**src/rtl/lsu_pkg.sv**
```systemverilog
// ============================================================================
// Module   : lsu_pkg
// Purpose  : Shared funct3 and FSM state encodings for the load/store unit.
// Revision : 1.0 - initial release
// ============================================================================
`default_nettype none

package lsu_pkg;

  localparam logic [2:0] LSU_B  = 3'b000;
  localparam logic [2:0] LSU_H  = 3'b001;
  localparam logic [2:0] LSU_W  = 3'b010;
  localparam logic [2:0] LSU_BU = 3'b100;
  localparam logic [2:0] LSU_HU = 3'b101;

  typedef enum logic [1:0] {
    IDLE = 2'd0,
    BUS  = 2'd1,
    DONE = 2'd2
  } lsu_state_e;

  // Unsigned variants only make sense for loads.
  function automatic logic funct3_legal(input logic [2:0] f3, input logic we);
    logic ok;
    ok = 1'b0;
    case (f3)
      LSU_B, LSU_H, LSU_W: ok = 1'b1;
      LSU_BU, LSU_HU:      ok = ~we;
      default:             ok = 1'b0;
    endcase
    return ok;
  endfunction

endpackage

`default_nettype wire

```
**src/rtl/lsu_align.sv**
```systemverilog
// ============================================================================
// Module   : lsu_align
// Purpose  : Byte-enable, store-lane replication and load-extract datapath.
// Revision : 1.0 - initial release
// ============================================================================
`default_nettype none

module lsu_align
  import lsu_pkg::*;
(
  input  logic [2:0]  funct3,
  input  logic [1:0]  addr,
  input  logic [31:0] wdata,
  input  logic [31:0] bus_rdata,
  output logic [3:0]  be,
  output logic [31:0] wdata_rep,
  output logic [31:0] rdata_ext,
  output logic        misalign
);

  logic [7:0]  w_byte;
  logic [15:0] w_half;

  always_comb begin
    w_byte    = bus_rdata[{addr, 3'b000} +: 8];
    w_half    = addr[1] ? bus_rdata[31:16] : bus_rdata[15:0];
    be        = 4'b0000;
    wdata_rep = wdata;
    rdata_ext = bus_rdata;
    misalign  = 1'b0;
    case (funct3)
      LSU_B, LSU_BU: begin
        be        = 4'b0001 << addr;
        wdata_rep = {4{wdata[7:0]}};
        rdata_ext = {{24{~funct3[2] & w_byte[7]}}, w_byte};
      end
      LSU_H, LSU_HU: begin
        be        = addr[1] ? 4'b1100 : 4'b0011;
        wdata_rep = {2{wdata[15:0]}};
        rdata_ext = {{16{~funct3[2] & w_half[15]}}, w_half};
        misalign  = addr[0];
      end
      LSU_W: begin
        be       = 4'b1111;
        misalign = |addr;
      end
      default: begin
        be = 4'b0000;
      end
    endcase
  end

endmodule

`default_nettype wire

```
**src/rtl/lsu.sv**
```systemverilog
// ============================================================================
// Module   : lsu
// Purpose  : Load/store unit: one aligned req/ack bus access per instruction,
//            stalling the core until the access completes.
// Revision : 1.0 - initial release
// ============================================================================
`default_nettype none

module lsu
  import lsu_pkg::*;
#(
  parameter int ADDR_W = 32,
  parameter int DATA_W = 32
) (
  input  logic              clk_i,
  input  logic              rst_i,
  input  logic              req_i,
  input  logic              we_i,
  input  logic [2:0]        funct3_i,
  input  logic [ADDR_W-1:0] addr_i,
  input  logic [DATA_W-1:0] wdata_i,
  output logic [DATA_W-1:0] rdata_o,
  output logic              done_o,
  output logic              err_o,
  output logic              stall_o,
  output logic              bus_req_o,
  output logic              bus_we_o,
  output logic [ADDR_W-1:0] bus_addr_o,
  output logic [DATA_W-1:0] bus_wdata_o,
  output logic [3:0]        bus_be_o,
  input  logic              bus_ack_i,
  input  logic [DATA_W-1:0] bus_rdata_i
);

  lsu_state_e  r_state;
  logic [2:0]  r_funct3;
  logic [1:0]  r_off;

  logic [2:0]  w_funct3;
  logic [1:0]  w_off;
  logic [3:0]  w_be;
  logic [31:0] w_wdata_rep;
  logic [31:0] w_rdata_ext;
  logic        w_misalign;
  logic        w_illegal;

  // Extraction at ack time uses the lane captured at issue, not live inputs.
  assign w_funct3  = (r_state == IDLE) ? funct3_i : r_funct3;
  assign w_off     = (r_state == IDLE) ? addr_i[1:0] : r_off;
  assign w_illegal = w_misalign | ~funct3_legal(funct3_i, we_i);
  assign stall_o   = req_i & (r_state != DONE);

  lsu_align u_align (
    .funct3    (w_funct3),
    .addr      (w_off),
    .wdata     (wdata_i),
    .bus_rdata (bus_rdata_i),
    .be        (w_be),
    .wdata_rep (w_wdata_rep),
    .rdata_ext (w_rdata_ext),
    .misalign  (w_misalign)
  );

  always_ff @(posedge clk_i or posedge rst_i) begin
    if (rst_i) begin
      r_state     <= IDLE;
      r_funct3    <= 3'b000;
      r_off       <= 2'b00;
      rdata_o     <= '0;
      done_o      <= 1'b0;
      err_o       <= 1'b0;
      bus_req_o   <= 1'b0;
      bus_we_o    <= 1'b0;
      bus_addr_o  <= '0;
      bus_wdata_o <= '0;
      bus_be_o    <= 4'b0000;
    end else begin
      done_o <= 1'b0;
      err_o  <= 1'b0;
      case (r_state)
        IDLE: begin
          if (req_i) begin
            if (w_illegal) begin
              r_state <= DONE;
              done_o  <= 1'b1;
              err_o   <= 1'b1;
              rdata_o <= '0;
            end else begin
              r_state     <= BUS;
              r_funct3    <= funct3_i;
              r_off       <= addr_i[1:0];
              bus_req_o   <= 1'b1;
              bus_we_o    <= we_i;
              bus_addr_o  <= {addr_i[ADDR_W-1:2], 2'b00};
              bus_wdata_o <= w_wdata_rep;
              bus_be_o    <= w_be;
            end
          end
        end
        BUS: begin
          if (bus_ack_i) begin
            r_state   <= DONE;
            bus_req_o <= 1'b0;
            done_o    <= 1'b1;
            rdata_o   <= bus_we_o ? '0 : w_rdata_ext;
          end
        end
        DONE: begin
          r_state <= IDLE;
        end
        default: begin
          r_state <= IDLE;
        end
      endcase
    end
  end

endmodule

`default_nettype wire
```
**config.mk**
```make
export PLATFORM = sky130hd
export DESIGN_NAME = lsu
export DESIGN_NICKNAME = d
export VERILOG_FILES = /design/src/rtl/lsu_pkg.sv /design/src/rtl/lsu_align.sv /design/src/rtl/lsu.sv
export SDC_FILE = /design/constraint.sdc
export NUM_CORES = 1
export LEC_CHECK = 0
export CAP_MARGIN = 20
export CORE_MARGIN = 1.5
export CORE_UTILIZATION = 41
export CTS_BUF_LIST = sky130_fd_sc_hd__clkbuf_4 sky130_fd_sc_hd__clkbuf_8
export DETAILED_ROUTE_END_ITERATION = 16
export PLACE_DENSITY = 0.8
export SLEW_MARGIN = 30
export SYNTH_ARGS = -nofsm -noshare
export SYNTH_HDL_FRONTEND = slang
export SYNTH_SLANG_ARGS = --single-unit
```
**constraint.sdc**
```tcl
create_clock -name clk_i -period 2.92 [get_ports clk_i]
set_clock_uncertainty 0.05 [all_clocks]
set_input_delay 0.292 -clock clk_i [delete_from_list [all_inputs] [get_ports clk_i]]
set_output_delay 0.292 -clock clk_i [all_outputs]
set_load 0.01 [all_outputs]
```
==> results.md <==
- Gp weighted congestion: between 0.9 and 1
- Leak Pwr: ~3.3 nW
- Post-CTS setup buffer count: 0
- DIE AREA: 13350 sq um
- Final setup fails: 0
- Outcome: finished clean
- CTS tree: built
- Ys flop type: dfrtp_1
- Clock slew at reported path FFs: 0.10 ns
- Avg Vias per Cell: 5.394
- Crit-path max FO: 16
- CP Data Arrival Time: 2.89 ns
- Grt met1 use: 0.2786
- Post-synth top area share: 0.5253
- Maximum VDD drop: approximately 0.00062 V
- Register area: roughly 2700 sq um
- Finished Cell Area: ~7700 sq um
- # DRC: 0
- RSZ-0062 raised after global routing: false
- Multi-input gate area: around 2300 sq um
- Total power: 8.436 mW
- Resized cells post-CTS: 0
- Area Growth Syn to Fin: 48.82%
- ANT nets after route: 0
- Hold Vio Cnt, Final: 0
- Post-Place Cells: around 830
- Mean Syn Cell Area: 11.05 sq um
- Height of the die: between 100 and 150 microns
- Power per cell area: 1092 nW/um^2
- Core ar.: 12160 sq um
- Largest area contributor in the netlist: dfrtp_1
- HP Class: input port to asynchronous set/reset pin
- Largest net degree at the start of global routing: between 60 and 70
- H-tree levels: 3
- Post-DP Area: 7498 sq um
- Max Cap Viol: 0
- Gr ovfl total: 0
- Half-perimeter wire length after placement: 11520 microns
- Worst-margin pin slew: 0.8419 ns
- Final min period: 2.719 ns
- Commonest cells after routing, fill and taps aside: clkdlybuf4s50_1 (206), dfrtp_1 (109), nor2_1 (61)
- DR pass1 iterations: 6
- Synth Register Bits: 109
- Number of synthesized flops with an enable pin: 0
- # nets final: slightly below 800
- Antenna fix cells: 0
- GR peak layer: met2
- Cells after synthesis: 470
- Slew margin rel.: 0.4387
- CP Capture Type: flop
- GRT met2 Usage: 0.3905
- Share of layout cells above drive strength 1: 0.1426
- Post-synth ARST share: 1.000
- First-pass GRT wire length: between 20000 and 25000 microns
- Met3 Use GR: 0.08316
- Tot GR Track Use: 0.2381
- Startpoint types: flop
- Setup TNS: 0 ns
- Detailed-route via count: ~4.6k
- Fmax: 367.8 MHz
- Final non-filler cell total: roughly 850
- FP Rows: 40
- Fillers: roughly 1000
- Initial antenna violation count: 0
- Chip width: between 100 and 150 microns
- IO Count: between 200 and 250
- Synth top area cells: dfrtp_1 (53%), mux2_2 (10%), mux2i_1 (5.2%)
- Fin crit share: 0.9310
- Longest Clk Path Bufs: 2
- DRT Wirelength: about 15000 microns
- Wire per inst: around 18 microns
- IO buf count: between 200 and 250
- Slew Limit Fails: 0
- Critical path class: flop to flop
- Clock root buffer: clkbuf_8
- Critical path data required time: 3.09 ns
- Yosys warnings: 0
- Post-synthesis sequential area ratio: 0.5253
- Initial DRC count: about 370
- Clock sink total: roughly 110
- TritonCTS Buffers: 9
- Initial core utilization: 0.4270
- Synth cell types: 50
- Syn Std Cell Area: 5192 sq um
- CTS Hold Bufs: 0
- Commonest non-fill, non-tap cell in the layout: clkdlybuf4s50_1
- Worst-skew pair later-pin latency: around 0.38 ns
- Vias in the first global route: roughly 4.8k
- Post-layout util: 0.6354
## cell usage after synthesis (2+ instances only)
cell type and n:
o21a_1 5, a31oi_1 10, mux2_1 5, or2_2 3, nor4b_1 2, a222oi_1 7
a21o_1 2, buf_4 11, o221ai_1 7, o31ai_1 16, a22oi_1 8, buf_2 8
a21oi_1 33, or3_1 2, nand2_1 43, mux2_2 47, clkbuf_1 12, nor2_2 2
nor3_1 6, o21ai_1 2, dfrtp_1 109, inv_1 9, o211ai_1 2, nor2_1 61
nor4_1 2, mux2i_1 27, a211o_1 6
## worst paths after layout
kind,slack [ns],start,to,cells past startpoint
min in group clk_i,0.44,rdata_o[20],rdata_o[20],2
hold reg to reg,0.44,rdata_o[20],rdata_o[20],2
max in group asynchronous,1.82,rst_i,bus_wdata_o[7],3
hold / removal,0.31,rst_i,bus_addr_o[25],2
setup / recovery,0.20,r_state[1],rdata_o[22],6
setup reg to reg,0.20,r_state[1],rdata_o[22],6
## worst max-delay path, cell delays in order, from the launching register on
cell	delay (ns)
dfrtp_1	0.46
nor2_2	0.31
mux2_2	0.50
a211oi_2	0.27
o32ai_1	0.12
a21oi_2	0.67
o31ai_1	0.18
## per-stage QoR
step	hold WS, ns	worst slack (ns)
6_report	0.3115	0.2014
5_1_grt	0.3533	0.06970
4_1_cts	0.3272	0.2224
3_5_place_dp	0.4162	0.02559
3_3_place_gp	0.4187	0.1812
2_1_floorplan	0.3588	0.4883
## metal layers
metal / up-vias / part of all wire
li1: 2103 / -
met1: 2188 / 0.38
met2: 244 / 0.49
met3: 39 / 0.10
met4: 0 / 0.029
met5: - / 0
## state kept, by name (all words and copies together) (netlist names)
signal       count
bus_wdata_o     32
rdata_o         32
bus_addr_o      30
bus_be_o         4
r_funct3         3
r_off            2
r_state          2
bus_req_o        1
bus_we_o         1
done_o           1
err_o            1
## report_power, final
group / switching, mW / internal [mW] / total [mW] / leakage, nW
sequential: 0.457 / 2.25 / 2.70 / 1.33
clock: 0.507 / 0.537 / 1.04 / 0.120
combinational: 2.22 / 2.47 / 4.69 / 1.87
## layout make-up
cell class	count	share of cell area
sequential	109	0.3530
multi-input combinational	321	0.2936
timing repair buffer	225	0.2918
tap	168	0.02720
clock buffer	12	0.02056
clock inverter	4	0.009067
inverter	9	0.004858
## cell families after synthesis
group,synth area share
AO/OA/AOI/OAI,0.1588
multiplexers,0.1675
flip-flops,0.5253
buffers and inverters,0.04096
other,0.0007222
AND/OR/NAND/NOR,0.1067
Power figures use the tool's default switching activity.
